## config.mk

```make
export PLATFORM = sky130hd
export DESIGN_NAME = hex_scroll_ctrl_flat
export DESIGN_NICKNAME = d
export VERILOG_FILES = /design/src/rtl/hex_scroll_ctrl_if.sv /design/src/rtl/hex_scroll_ctrl.sv /design/src/flat_wrapper.sv
export SDC_FILE = /design/constraint.sdc
export NUM_CORES = 1
export LEC_CHECK = 0
export CORE_MARGIN = 5
export CORE_UTILIZATION = 55
export DETAILED_ROUTE_END_ITERATION = 7
export GPL_TIMING_DRIVEN = 0
export MAX_ROUTING_LAYER = met4
export PLACE_DENSITY = 0.83
export SETUP_SLACK_MARGIN = 0.3
export SKIP_CTS_REPAIR_TIMING = 1
export SYNTH_ARGS = -nofsm -noshare
export SYNTH_HDL_FRONTEND = slang
export SYNTH_SLANG_ARGS = --single-unit
```

## constraint.sdc

```tcl
create_clock -name CLOCK_50 -period 3 [get_ports CLOCK_50]
set_clock_uncertainty 0.1 [all_clocks]
set_input_delay 0.75 -clock CLOCK_50 [delete_from_list [all_inputs] [get_ports CLOCK_50]]
set_output_delay 0.75 -clock CLOCK_50 [all_outputs]
set_load 0.02 [all_outputs]
```

## src/rtl/hex_scroll_ctrl_if.sv

```systemverilog
`default_nettype none
// ============================================================================
//  Module      : hex_scroll_ctrl_if
//  Description : Control/display bundle between a host and hex_scroll_ctrl.
//  Revision    : 1.0  initial release
// ============================================================================
interface hex_scroll_ctrl_if;
    logic       En;
    logic       Dir;
    logic       Step;
    logic       Load;
    logic [2:0] Load_Pos;
    logic [1:0] Ch3;
    logic [1:0] Ch2;
    logic [1:0] Ch1;
    logic [2:0] Pos;
    logic       Tick;
    logic [1:0] H5;
    logic [1:0] H4;
    logic [1:0] H3;
    logic [1:0] H2;
    logic [1:0] H1;
    logic [1:0] H0;

    modport master (
        output En, Dir, Step, Load, Load_Pos, Ch3, Ch2, Ch1,
        input  Pos, Tick, H5, H4, H3, H2, H1, H0
    );

    modport slave (
        input  En, Dir, Step, Load, Load_Pos, Ch3, Ch2, Ch1,
        output Pos, Tick, H5, H4, H3, H2, H1, H0
    );
endinterface
`default_nettype wire

```

## src/rtl/hex_scroll_ctrl.sv

```systemverilog
`default_nettype none
// ============================================================================
//  Module      : hex_scroll_ctrl
//  Description : Rotates a 3-character word around a six-digit HEX display.
//  Revision    : 1.0  initial release
// ============================================================================
module hex_scroll_ctrl #(
    parameter int TICK_DIV = 50000000,
    parameter int CNT_W    = 26
) (
    input  logic              CLOCK_50,
    input  logic              Resetn,
    hex_scroll_ctrl_if.slave  bus
);

    typedef enum logic [0:0] {
        S_PAUSE = 1'b0,
        S_RUN   = 1'b1
    } state_t;

    localparam logic [CNT_W-1:0] c_cnt_last = CNT_W'(TICK_DIV - 1);
    localparam logic [2:0]       c_pos_max  = 3'd5;

    state_t           state_q, state_d;
    logic [CNT_W-1:0] cnt_q, cnt_d;
    logic [2:0]       pos_q, pos_d;
    logic [5:0]       word_q, word_d;
    logic             step_prev_q, step_prev_d;
    logic             tick_q, tick_d;

    logic             w_advance;
    logic [5:0]       w_ch_word;
    logic [1:0]       w_h [6];

    assign w_ch_word = {bus.Ch3, bus.Ch2, bus.Ch1};

    always_comb begin
        state_d     = bus.En ? S_RUN : S_PAUSE;
        cnt_d       = '0;
        pos_d       = pos_q;
        word_d      = word_q;
        step_prev_d = bus.Step;
        tick_d      = 1'b0;
        w_advance   = 1'b0;

        if (state_q == S_RUN) begin
            // Leaving RUN clears the counter (default) and never advances.
            if (bus.En) begin
                if (cnt_q == c_cnt_last) begin
                    w_advance = 1'b1;
                end else begin
                    cnt_d = cnt_q + 1'b1;
                end
            end
        end else begin
            w_advance = bus.Step & ~step_prev_q;
        end

        if (bus.Load) begin
            pos_d  = (bus.Load_Pos > c_pos_max) ? 3'd0 : bus.Load_Pos;
            word_d = w_ch_word;
            cnt_d  = '0;
        end else if (w_advance) begin
            tick_d = 1'b1;
            // The word is only refreshed at the wrap so a scroll pass never tears.
            if (!bus.Dir) begin
                if (pos_q == c_pos_max) begin
                    pos_d  = 3'd0;
                    word_d = w_ch_word;
                end else begin
                    pos_d = pos_q + 3'd1;
                end
            end else begin
                if (pos_q == 3'd0) begin
                    pos_d  = c_pos_max;
                    word_d = w_ch_word;
                end else begin
                    pos_d = pos_q - 3'd1;
                end
            end
        end
    end

    always_ff @(posedge CLOCK_50) begin
        if (!Resetn) begin
            state_q     <= S_PAUSE;
            cnt_q       <= '0;
            pos_q       <= 3'd0;
            word_q      <= 6'h3F;
            step_prev_q <= 1'b0;
            tick_q      <= 1'b0;
        end else begin
            state_q     <= state_d;
            cnt_q       <= cnt_d;
            pos_q       <= pos_d;
            word_q      <= word_d;
            step_prev_q <= step_prev_d;
            tick_q      <= tick_d;
        end
    end

    // Ring slots 0..2 carry the word, slots 3..5 are blank.
    function automatic logic [1:0] ring_char(input logic [2:0] idx, input logic [5:0] w);
        case (idx)
            3'd0:    ring_char = w[5:4];
            3'd1:    ring_char = w[3:2];
            3'd2:    ring_char = w[1:0];
            default: ring_char = 2'd3;
        endcase
    endfunction

    for (genvar k = 0; k < 6; k++) begin : g_digit
        localparam logic [3:0] c_off = 4'(5 - k);
        logic [3:0] w_sum;
        logic [2:0] w_idx;
        assign w_sum  = c_off + {1'b0, pos_q};
        assign w_idx  = (w_sum >= 4'd6) ? 3'(w_sum - 4'd6) : w_sum[2:0];
        assign w_h[k] = ring_char(w_idx, word_q);
    end

    assign bus.Pos  = pos_q;
    assign bus.Tick = tick_q;
    assign bus.H5   = w_h[5];
    assign bus.H4   = w_h[4];
    assign bus.H3   = w_h[3];
    assign bus.H2   = w_h[2];
    assign bus.H1   = w_h[1];
    assign bus.H0   = w_h[0];

endmodule
`default_nettype wire
```

## src/flat_wrapper.sv

```systemverilog
// flat-port wrapper written by rule: the top's interface ports become plain ports
module hex_scroll_ctrl_flat 
#(
    parameter int TICK_DIV = 50000000,
    parameter int CNT_W    = 26
)
  (CLOCK_50, Resetn, bus_En, bus_Dir, bus_Step, bus_Load, bus_Load_Pos, bus_Ch3, bus_Ch2, bus_Ch1, bus_Pos, bus_Tick, bus_H5, bus_H4, bus_H3, bus_H2, bus_H1, bus_H0);
  hex_scroll_ctrl_if bus_i ();
  input  logic CLOCK_50;
  input  logic Resetn;
  input wire logic [$bits(bus_i.En)-1:0] bus_En;
  input wire logic [$bits(bus_i.Dir)-1:0] bus_Dir;
  input wire logic [$bits(bus_i.Step)-1:0] bus_Step;
  input wire logic [$bits(bus_i.Load)-1:0] bus_Load;
  input wire logic [$bits(bus_i.Load_Pos)-1:0] bus_Load_Pos;
  input wire logic [$bits(bus_i.Ch3)-1:0] bus_Ch3;
  input wire logic [$bits(bus_i.Ch2)-1:0] bus_Ch2;
  input wire logic [$bits(bus_i.Ch1)-1:0] bus_Ch1;
  output wire logic [$bits(bus_i.Pos)-1:0] bus_Pos;
  output wire logic [$bits(bus_i.Tick)-1:0] bus_Tick;
  output wire logic [$bits(bus_i.H5)-1:0] bus_H5;
  output wire logic [$bits(bus_i.H4)-1:0] bus_H4;
  output wire logic [$bits(bus_i.H3)-1:0] bus_H3;
  output wire logic [$bits(bus_i.H2)-1:0] bus_H2;
  output wire logic [$bits(bus_i.H1)-1:0] bus_H1;
  output wire logic [$bits(bus_i.H0)-1:0] bus_H0;
  assign bus_i.En = bus_En;
  assign bus_i.Dir = bus_Dir;
  assign bus_i.Step = bus_Step;
  assign bus_i.Load = bus_Load;
  assign bus_i.Load_Pos = bus_Load_Pos;
  assign bus_i.Ch3 = bus_Ch3;
  assign bus_i.Ch2 = bus_Ch2;
  assign bus_i.Ch1 = bus_Ch1;
  assign bus_Pos = bus_i.Pos;
  assign bus_Tick = bus_i.Tick;
  assign bus_H5 = bus_i.H5;
  assign bus_H4 = bus_i.H4;
  assign bus_H3 = bus_i.H3;
  assign bus_H2 = bus_i.H2;
  assign bus_H1 = bus_i.H1;
  assign bus_H0 = bus_i.H0;
  hex_scroll_ctrl #(.TICK_DIV(TICK_DIV), .CNT_W(CNT_W)) u_core (.CLOCK_50(CLOCK_50), .Resetn(Resetn), .bus(bus_i));
endmodule
```

==> flow_summary.yaml <==
cells_and_area:
  fin_util_pct: 73.78
  area_growth_pct: 30.43
  diodes: 0
  num-fill-cells: 316
  fin_area_mm2: 0.003191
  drive_above_1_share_pct: 22.25
  nets: 391
detailed_routing:
  ant_nets: 0
  drt-total-wl_um: 6521
  drt-initial-drc-count: 138
  routedWlPerCell_um: 15.68
  vias: 2468
  dr.pass1.iters: 5
  drc: 0
  post_drt_via_cell_ratio: 5.933
sta:
  setup_violations: 0
  finalHoldViolCount: 0
  max_clock_freq_ghz: 0.3343
  rsz0062_at_grt: "true"
  post-route-period-util_pct: 99.71
  tightest_slew_ns: 1.155
  setup_tns_ns: 0
  timing.slew.headroom_pct: 22.28
  slew_viol_final: 0
  holdWs_ns: 0.3869
  min_period_ns: 2.991
clock_network:
  cts.sinks: 38
  cts_inserted_buffers: 5
  cts.path.max_buffers: 2
  cts.clk_slew.worst_paths_ns: 0.07
  clock_latency_ns: 0.29
  htreeDepth: 2
  clock-root-buffer: "clkbuf_8"
  cts_tree: "done"
worst_hold_path:
  hold_path.class: "flop to flop"
  hold_start: "u_core.cnt_q[0]"
  min_path_cells: 1
  hold_end: "u_core.cnt_q[0]"
outcome:
  run_status: "completed"
synth:
  synth_edf_count: 0
  syn_nets: 339
  ys_async_sr_fraction_pct: 0
  yosys.area.top_type: "dfxtp_1"
  synth_top_family_by_area: "simple AND/OR/NAND/NOR gates"
  ys_seq_area_share_pct: 31.10
  postSynthCellCount: 311
  yosysTopAreaCellShare_pct: 31.10
  synth-simple-area-share_pct: 27.11
  synth_fa_ha_area_share_pct: 6.650
  netlist_area_mm2: 0.002446
  synth_top_cells_by_area: "dfxtp_1, xor2_1, ha_1"
  ys.flop_type: "dfxtp_1"
  synth.avg_cell_area_um2: 7.865
  synth.distinct_cells: 52
  ys_ff_latch: 38
  synthMuxAreaShare_pct: 2.916
  yosysWarnings: 0
  synth-xor-area-share_pct: 10.38
  synth_compound_area_share_pct: 17.03
die:
  dieArea_mm2: 0.005881
  start_util_pct: 56.57
  core_area_mm2: 0.004324
  fp.dieH_um: 76.69
  die_w_um: 76.69
  rows: 24
  ios: 31
global_route:
  overflow: 0
  grt_pass1_wl_um: 9439
  grt_pass1_vias: 2188
  antenna_found_initial: 0
  grt_max_degree: 16
  grt_usage_pct: 19.34
critical_path:
  worstSetupStartpointType: "flop"
  crit_arrival_ns: 2.14
  worstSetupEndpointType: "output port"
  cp_max_fo: 8
  critical_path_class: "flop to output port"
  cp.required_ns: 2.15
  reg2reg_slack_ns: 0.51
  r2r-start: "u_core.cnt_q[0]"
  r2r_end: "u_core.cnt_q[22]"
  r2r_cells: 6
power:
  p_leak_nw: 1.239
  power_density_mw_per_mm2: 412.5
  vdd_drop_max_v: 0.0002888
  power_mw: 1.316
place:
  place.gp.congestion: 0.8504
  placed_cell_area_mm2: 0.002820
  dp_hpwl_um: 4074
  io_buffer_count: 30
run:
  maxCapViolCount: 0
[cell usage after synthesis (5+ instances only)]
cell type and instances:
nand3_1 16, nand4_1 8, o221ai_1 7, nor3_1 7
xnor2_1 9, nor2_1 43, a21oi_1 11, clkbuf_1 10
and3_1 6, mux2i_1 6, inv_1 14, nand2_1 32
dfxtp_1 38, xor2_1 20, ha_1 13, o21ai_0 10
nand2b_1 5
[sequential cells by signal (all words and copies together), names as in the netlist]
| signal | count |
|---|---|
| u_core.state_q | 1 |
| u_core.bus.Tick | 1 |
| u_core.step_prev_q | 1 |
| u_core.bus.Pos | 3 |
| u_core.word_q | 6 |
| u_core.cnt_q | 26 |
[final cells by class]
| cell class | count | area [um^2] | share of cell area [%] |
|---|---|---|---|
| inverters | 15 | 63.81 | 2.000 |
| clock buffers | 7 | 86.33 | 2.706 |
| flip-flops and latches | 38 | 769.5 | 24.12 |
| repair buffers | 45 | 395.4 | 12.39 |
| clock inverters | 1 | 5.005 | 0.1569 |
| multi-input cells | 243 | 1718 | 53.84 |
| well taps | 52 | 65.06 | 2.039 |
| plain buffers | 15 | 87.58 | 2.745 |
[logic make-up (layout without fill, tap and decap cells)]
group,after synthesis,in the layout
AOI/OAI and AO/OA,58,58
xor gates and xnor gates,29,29
muxes,7,7
and+or+nand+nor,136,136
DFF,38,38
buffers and inverters,30,83
adders and majority gates,13,13
[report_power, final]
part / internal [mW] / switching, mW
Clock: 0.185 / 0.177
Sequential: 0.516 / 0.0203
Combinational: 0.198 / 0.220
Total: 0.899 / 0.417
[stage by stage]
step | setup slack [ns] | instances
2_1_floorplan | 0.3301 | 311
3_3_place_gp | -0.2525 | 393
3_5_place_dp | -0.3333 | 393
4_1_cts | -0.6485 | 401
5_1_grt | -0.09233 | 416
6_report | 0.008840 | 416
[layer usage]
metal	global-route usage (%)	wire (um)
met1	22.13	2675
met2	32.94	3328
met3	4.098	323
met4	7.343	194
met5	-	0
[worst max path at each step]
| stage | from | end | slack, ns |
|---|---|---|---|
| after floorplan | u_core.bus.Pos[0] | bus_H4[0] | 0.33 |
| after global placement | u_core.bus.Pos[1] | bus_H4[1] | -0.25 |
| after detailed placement | u_core.bus.Pos[1] | bus_H4[1] | -0.33 |
| after CTS | u_core.bus.Pos[1] | bus_H4[1] | -0.65 |
| after global routing | u_core.bus.Pos[1] | bus_H2[0] | -0.09 |
| final | u_core.bus.Pos[1] | bus_H5[0] | 0.009 |
[worst max-delay path, cell delays in order (launching register included)]
cell and delay, ns:
dfxtp_4 0.41, clkinvlp_4 0.16, buf_6 0.17, ha_4 0.29
nand2b_4 0.13, nor2_2 0.04, a21oi_2 0.10, nor2_1 0.06
a221o_1 0.34, buf_6 0.13
[placed cells by master (no fill, tap or decap), types with 9 or more instances in the layout]
cell and count:
nor2_1 41, dfxtp_1 35, nand2_1 32, xor2_1 18, clkdlybuf4s50_1 18, buf_4 17
nand3_1 16, ha_1 11, inv_1 10, buf_6 9
(Power assumes the default switching activity.)
